## config.mk

```make
export PLATFORM = sky130hd
export DESIGN_NAME = video_scanout
export DESIGN_NICKNAME = d
export VERILOG_FILES = /design/src/rtl/video_scanout.sv
export SDC_FILE = /design/constraint.sdc
export NUM_CORES = 1
export LEC_CHECK = 0
export BUFFER_PORTS_ARGS = -buffer_cell sky130_fd_sc_hd__buf_2
export CAP_MARGIN = 15
export CELL_PAD_IN_SITES_DETAIL_PLACEMENT = 1
export CELL_PAD_IN_SITES_GLOBAL_PLACEMENT = 1
export CORE_MARGIN = 10
export CORE_UTILIZATION = 30
export DETAILED_ROUTE_END_ITERATION = 12
export HOLD_SLACK_MARGIN = 0.15
export PLACE_DENSITY_LB_ADDON = 0.1
export SLEW_MARGIN = 20
export SYNTH_ARGS = -nofsm -noshare
export SYNTH_HDL_FRONTEND = slang
export SYNTH_SLANG_ARGS = --single-unit
```

## constraint.sdc

```tcl
create_clock -name clk -period 2.6 [get_ports clk]
set_input_delay 0 -clock clk [delete_from_list [all_inputs] [get_ports clk]]
set_output_delay 0 -clock clk [all_outputs]
set_load 0.1 [all_outputs]
```

## src/rtl/video_scanout.sv

```systemverilog
// Display scan-out engine: parametrised H/V timing generator, running word
// address into the framebuffer read port, and a tap pipeline that keeps
// pixel, data enable, syncs and line/frame strobes aligned to the RAM data.
// Stage 0 is the registered counter state; outputs follow RAM_LATENCY+1
// clocks later.
module video_scanout #(
  parameter int   H_ACTIVE      = 1024,
  parameter int   H_FP          = 24,
  parameter int   H_SYNC        = 136,
  parameter int   H_BP          = 160,
  parameter int   V_ACTIVE      = 768,
  parameter int   V_FP          = 3,
  parameter int   V_SYNC        = 6,
  parameter int   V_BP          = 29,
  parameter logic SYNC_POLARITY = 1'b0,
  parameter int   PIXEL_BITS    = 1,
  parameter int   WORD_WIDTH    = 8,
  parameter int   ADDR_WIDTH    = 20,
  parameter int   RAM_LATENCY   = 1
) (
  input  logic                  clk,
  input  logic                  rst,
  input  logic                  enable,
  output logic [ADDR_WIDTH-1:0] fb_addr,
  input  logic [WORD_WIDTH-1:0] fb_data,
  output logic [PIXEL_BITS-1:0] pixel,
  output logic                  de,
  output logic                  hsync,
  output logic                  vsync,
  output logic                  line_start,
  output logic                  frame_start
);

  localparam int H_TOTAL = H_ACTIVE + H_FP + H_SYNC + H_BP;
  localparam int V_TOTAL = V_ACTIVE + V_FP + V_SYNC + V_BP;
  localparam int PPW     = WORD_WIDTH / PIXEL_BITS;
  localparam int SEL_W   = (PPW > 1) ? $clog2(PPW) : 1;
  // One spare code so a sync window ending exactly at the line end still fits.
  localparam int H_W     = $clog2(H_TOTAL + 1);
  localparam int V_W     = $clog2(V_TOTAL + 1);

  localparam logic [H_W-1:0]   H_LAST     = H_W'(H_TOTAL - 1);
  localparam logic [H_W-1:0]   H_ACT      = H_W'(H_ACTIVE);
  localparam logic [H_W-1:0]   H_ACT_LAST = H_W'(H_ACTIVE - 1);
  localparam logic [H_W-1:0]   HS_BEG     = H_W'(H_ACTIVE + H_FP);
  localparam logic [H_W-1:0]   HS_END     = H_W'(H_ACTIVE + H_FP + H_SYNC);
  localparam logic [V_W-1:0]   V_LAST     = V_W'(V_TOTAL - 1);
  localparam logic [V_W-1:0]   V_ACT      = V_W'(V_ACTIVE);
  localparam logic [V_W-1:0]   V_ACT_LAST = V_W'(V_ACTIVE - 1);
  localparam logic [V_W-1:0]   VS_BEG     = V_W'(V_ACTIVE + V_FP);
  localparam logic [V_W-1:0]   VS_END     = V_W'(V_ACTIVE + V_FP + V_SYNC);
  localparam logic [SEL_W-1:0] SEL_LAST   = SEL_W'(PPW - 1);

  // Timing flags and pixel-select index carried together down the pipeline.
  typedef struct packed {
    logic             active;
    logic             hsync;
    logic             vsync;
    logic             line;
    logic             frame;
    logic [SEL_W-1:0] sel;
  } tap_t;

  // Stage-0 state. run is low while the scan is parked at the origin, so the
  // first enabled edge only arms the scan and (0,0) is then presented for a
  // full cycle like every other position.
  logic           run;
  logic [H_W-1:0] h;
  logic [V_W-1:0] v;

  tap_t                  s0;
  logic                  word_end;
  logic                  frame_last;
  tap_t                  pipe [RAM_LATENCY];
  tap_t                  tail;
  logic [PIXEL_BITS-1:0] pix_sel;

  // Decode stage-0 counter state into timing flags and address-step conditions.
  always_comb begin
    // NOTE: every signal gets a default first so no latch is inferred.
    s0         = '0;
    word_end   = 1'b0;
    frame_last = 1'b0;
    s0.active  = run && (h < H_ACT) && (v < V_ACT);
    s0.hsync   = run && (h >= HS_BEG) && (h < HS_END);
    s0.vsync   = run && (v >= VS_BEG) && (v < VS_END);
    s0.line    = s0.active && (h == '0);
    s0.frame   = s0.line && (v == '0);
    s0.sel     = (PPW > 1) ? h[SEL_W-1:0] : '0;
    word_end   = s0.active && (s0.sel == SEL_LAST);
    frame_last = (h == H_ACT_LAST) && (v == V_ACT_LAST);
  end

  // Stage-0 raster counters and running word address.
  always_ff @(posedge clk or posedge rst) begin
    // NOTE: non-blocking assignments for all sequential state so every
    // register samples the pre-edge values of its neighbours.
    if (rst) begin
      run     <= 1'b0;
      h       <= '0;
      v       <= '0;
      fb_addr <= '0;
    end else if (!enable) begin
      run     <= 1'b0;
      h       <= '0;
      v       <= '0;
      fb_addr <= '0;
    end else if (!run) begin
      run <= 1'b1;
    end else begin
      if (h == H_LAST) begin
        h <= '0;
        v <= (v == V_LAST) ? '0 : v + 1'b1;
      end else begin
        h <= h + 1'b1;
      end
      // Hold the final word through vertical blanking, restart at the origin.
      if ((h == H_LAST) && (v == V_LAST)) begin
        fb_addr <= '0;
      end else if (word_end && !frame_last) begin
        fb_addr <= fb_addr + 1'b1;
      end
    end
  end

  // Delay the stage-0 taps by RAM_LATENCY so they meet the matching read data.
  always_ff @(posedge clk or posedge rst) begin
    // NOTE: the tap pipeline is a handful of flops, so it is reset like any
    // other register to guarantee idle outputs straight out of reset.
    if (rst) begin
      for (int i = 0; i < RAM_LATENCY; i++) pipe[i] <= '0;
    end else begin
      pipe[0] <= s0;
      for (int i = 1; i < RAM_LATENCY; i++) pipe[i] <= pipe[i-1];
    end
  end

  // Select the addressed pixel from the returned word, pixel 0 in the LSBs.
  always_comb begin
    tail    = pipe[RAM_LATENCY-1];
    pix_sel = PIXEL_BITS'(fb_data >> (int'(tail.sel) * PIXEL_BITS));
  end

  // Output register: all display-facing signals leave from flops together.
  always_ff @(posedge clk or posedge rst) begin
    if (rst) begin
      de          <= 1'b0;
      hsync       <= ~SYNC_POLARITY;
      vsync       <= ~SYNC_POLARITY;
      line_start  <= 1'b0;
      frame_start <= 1'b0;
      pixel       <= '0;
    end else begin
      de          <= tail.active;
      hsync       <= tail.hsync ? SYNC_POLARITY : ~SYNC_POLARITY;
      vsync       <= tail.vsync ? SYNC_POLARITY : ~SYNC_POLARITY;
      line_start  <= tail.line;
      frame_start <= tail.frame;
      pixel       <= tail.active ? pix_sel : '0;
    end
  end

endmodule
```

==> results_dict.tcl <==
set metrics [dict create \
    cp.buffers_inverters 2 \
    avgViaCountPerCell 5.12 \
    ys_async_sr_fraction_pct 100 \
    worst_setup_hold_path_clk_slew_ns 0.10 \
    gp_congestion 0.784 \
    htree_num_levels 2 \
    groute.usage.overall_pct 11.6 \
    drt-initial-drc-count 150 \
    wirelength_um 8220 \
    cts_tree "done" \
    post-route-util_pct 36.1 \
    drc 0 \
    die-area_sq_mm 0.0145 \
    final_layout_size_suffix_gt1_share_pct 21.7 \
    critical-path-slowest-cell "sky130_fd_sc_hd__dfrtp_2" \
    number_of_warnings_printed_during_yosys_synthesis 0 \
    worst_clock_skew_ns 0.00743 \
    cts_inserted_buffers 5 \
    cts_max_path_buffers 2 \
    path_class "reg2reg" \
    synth-seq-area-share_pct 46.4 \
    gate_count_after_technology_mapping 302 \
    buffer_ports.inserted 36 \
    number_of_synthesized_register_bits 56 \
    postSynthNetCount 321 \
    final-hold-violation-count 0 \
    most_frequent_cells_in_the_layout "50 x sky130_fd_sc_hd__dfrtp_1, 36 x sky130_fd_sc_hd__buf_2, 22 x sky130_fd_sc_hd__nor2_1, 19 x sky130_fd_sc_hd__nand2_1, 19 x sky130_fd_sc_hd__a22o_1" \
    post-route-period-util_pct 92.6 \
    numClockSinks 56 \
    netlist_top_cells_area "sky130_fd_sc_hd__dfrtp_1 45%, sky130_fd_sc_hd__a22o_1 5.5%, sky130_fd_sc_hd__ha_1 3.3%" \
    drtAntennaViolNets 0 \
    drv_cap 0 \
    min-delay-path-class "in2reg" \
    wl_per_cell_um 17.0 \
    layout.filler_cells 1176 \
    final_period_minus_worst_setup_slack_ns 2.41 \
    final_nets 368 \
    grt_antenna_before_repair 0 \
    synthDominantAreaCellType "sky130_fd_sc_hd__dfrtp_1" \
    critical_path.most_common_cell "sky130_fd_sc_hd__buf_4" \
    crit_path_max_incr_delay_ns 0.43 \
    via_count 2474 \
    leading_cell_type_in_the_layout_fill_and_taps_excluded "sky130_fd_sc_hd__dfrtp_1" \
    vdd_ir_drop_max_mv 0.195 \
    grt_pass1_wl_um 13800 \
    p_per_area_mw_per_mm2 497 \
    fp.dieW_um 120 \
    rsz0062_at_grt "false" \
    area_growth_syn_to_fin_pct 17.1 \
    placeableCoreArea_sq_mm 0.00982 \
    endpoint_kind "flip-flop" \
    achievable-frequency_mhz 415 \
    critPathTopFamily "simple AND/OR/NAND/NOR gates" \
    synth_top_area_share_pct 44.6 \
    post_synth_num_cell_types 50 \
    synth_flop_cell "sky130_fd_sc_hd__dfrtp_1" \
    row_count 36 \
    antenna-diode-count 0 \
    layout.cell_area.non_filler_sq_mm 0.00354 \
    synthesis.area_per_instance_sq_um 10.0 \
    fin_tns_setup_ns 0 \
    final-max-slew-violation-count 0 \
    timing.critical_path.cells "ha_1 > nand4_1 > or3_1 > o311ai_1 > buf_4 > a21oi_2 > buf_4 > a22o_1" \
    cp_max_fo 14 \
    status "finished, final reports clean" \
    pin_count 37 \
    detailed_place_hpwl_um 5850 \
    placed_cells 473 \
    worst-endpoint-required_ns 2.81 \
    timing.critical_path.arrival_ns 2.62 \
    crit_start_category "flip-flop" \
    layout.cells.non_filler 483 \
    tightest_slew_ns 1.02 \
    clkLatencyLatePin_ns 0.32 \
    grt_start_max_net_pins 57 \
    gr-total-overflow 0 \
    ctsRootBufferMaster "sky130_fd_sc_hd__clkbuf_8" \
    die_h_um 120 \
    report.final.setup_viol 0 \
    first_global_vias 2628 \
    timing.slew.headroom_pct 32.0 \
    synth_enable_flop_cells 0 \
    dr.pass1.iters 4 \
    layout_setup_ws_ns 0.192 \
    mappedNetlistArea_sq_mm 0.00303 \
    placed_area_sq_mm 0.00341 \
    leakagePower_nw 1.55 \
    start_util_pct 30.8 \
    dpl_worst_slack_ns 0.110 \
]
[worst reg2reg max path, cell delays in order, from the launching register on]
cell and delay (ns):
sky130_fd_sc_hd__dfrtp_2 0.43, sky130_fd_sc_hd__ha_1 0.24, sky130_fd_sc_hd__nand4_1 0.18, sky130_fd_sc_hd__or3_1 0.43, sky130_fd_sc_hd__o311ai_1 0.30, sky130_fd_sc_hd__buf_4 0.23
sky130_fd_sc_hd__a21oi_2 0.07, sky130_fd_sc_hd__buf_4 0.21, sky130_fd_sc_hd__a22o_1 0.21
[final cells by class]
type / instances / area (sq um) / share of cell area [%]
clock buffers: 6 / 72.6 / 2.05
clock inverters: 2 / 35.0 / 0.988
well taps: 133 / 166 / 4.69
flip-flops and latches: 56 / 1410 / 39.7
multi-input cells: 217 / 1490 / 42.0
inverters: 16 / 60.1 / 1.69
repair buffers: 53 / 313 / 8.82
[worst paths after layout]
kind | startpoint | end | slack (ns) | cells after the start
max | v[1] | fb_addr[5] | 0.19 | 8
min | fb_data[0] | pixel | 0.17 | 4
max reg2reg | v[1] | fb_addr[5] | 0.19 | 8
min reg2reg | pipe[4] | line_start | 0.36 | 0
max in group asynchronous | rst | v[1] | 1.65 | 4
min in group asynchronous | rst | pixel | 0.43 | 4
[state kept, by name, indices dropped and copies added (netlist names)]
name	cells
run	1
de	1
v	10
frame_start	1
pixel	1
fb_addr	20
pipe	8
hsync	1
h	11
line_start	1
vsync	1
[synthesized netlist by cell type, drive strengths merged, types with 2 or more instances]
cell and number:
or3 7, buf 10, nand2b 3, clkbuf 3
nor2 22, o2bb2ai 4, nor4b 3, o21ai 14
nand2 19, nand4 11, or4 4, o22ai 12
a21boi 2, nor2b 9, nand3 16, a22o 19
dfstp 2, dfrtp 54, inv 16, and3 9
and4 5, a21oi 9, xnor2 2, a22oi 4
and2 2, o31ai 7, mux4 2, ha 8
xor2 4, nor4 2, nor3 8
[per-layer routing]
layer  up-vias  GRT usage (%)  routed length, um  share of wire [%]
met1      1213           15.1               4040                 49
met2        30           18.3               3770                 46
met4         0           4.52                143                1.7
li1       1221              -                  -                  -
met5         -              0                  0                  0
met3        10           2.75                272                3.3
[where the power goes]
group / total, mW / internal [mW] / switching, mW
sequential: 0.922 / 0.898 / 0.0238
combinational: 0.255 / 0.0707 / 0.184
clock: 0.586 / 0.287 / 0.299
[cells by family after synthesis]
kind of cell | after synthesis | synth area share (%)
AOI/OAI and AO/OA | 77 | 18.7
xor gates and xnor gates | 6 | 1.74
adders and majority gates | 8 | 3.31
buffers and inverters | 29 | 4.55
DFF | 56 | 46.4
muxes | 3 | 1.82
and+or+nand+nor | 123 | 23.5
[repair_timing]
item,in CTS,in global routing
hold endpoints to repair,59,0
endpoints found under the setup margin,0,16
buffers inserted,0,0
resized for setup,0,2
hold buffers,2,0
[through the flow]
stage	total power [mW]	hold WS, ns
detailed placement	1.20	0.264
finish	1.76	0.174
global placement	1.19	0.261
floorplan	1.12	0.0314
CTS	1.80	0.169
global route	1.86	0.189
(Power assumes the default switching activity.)
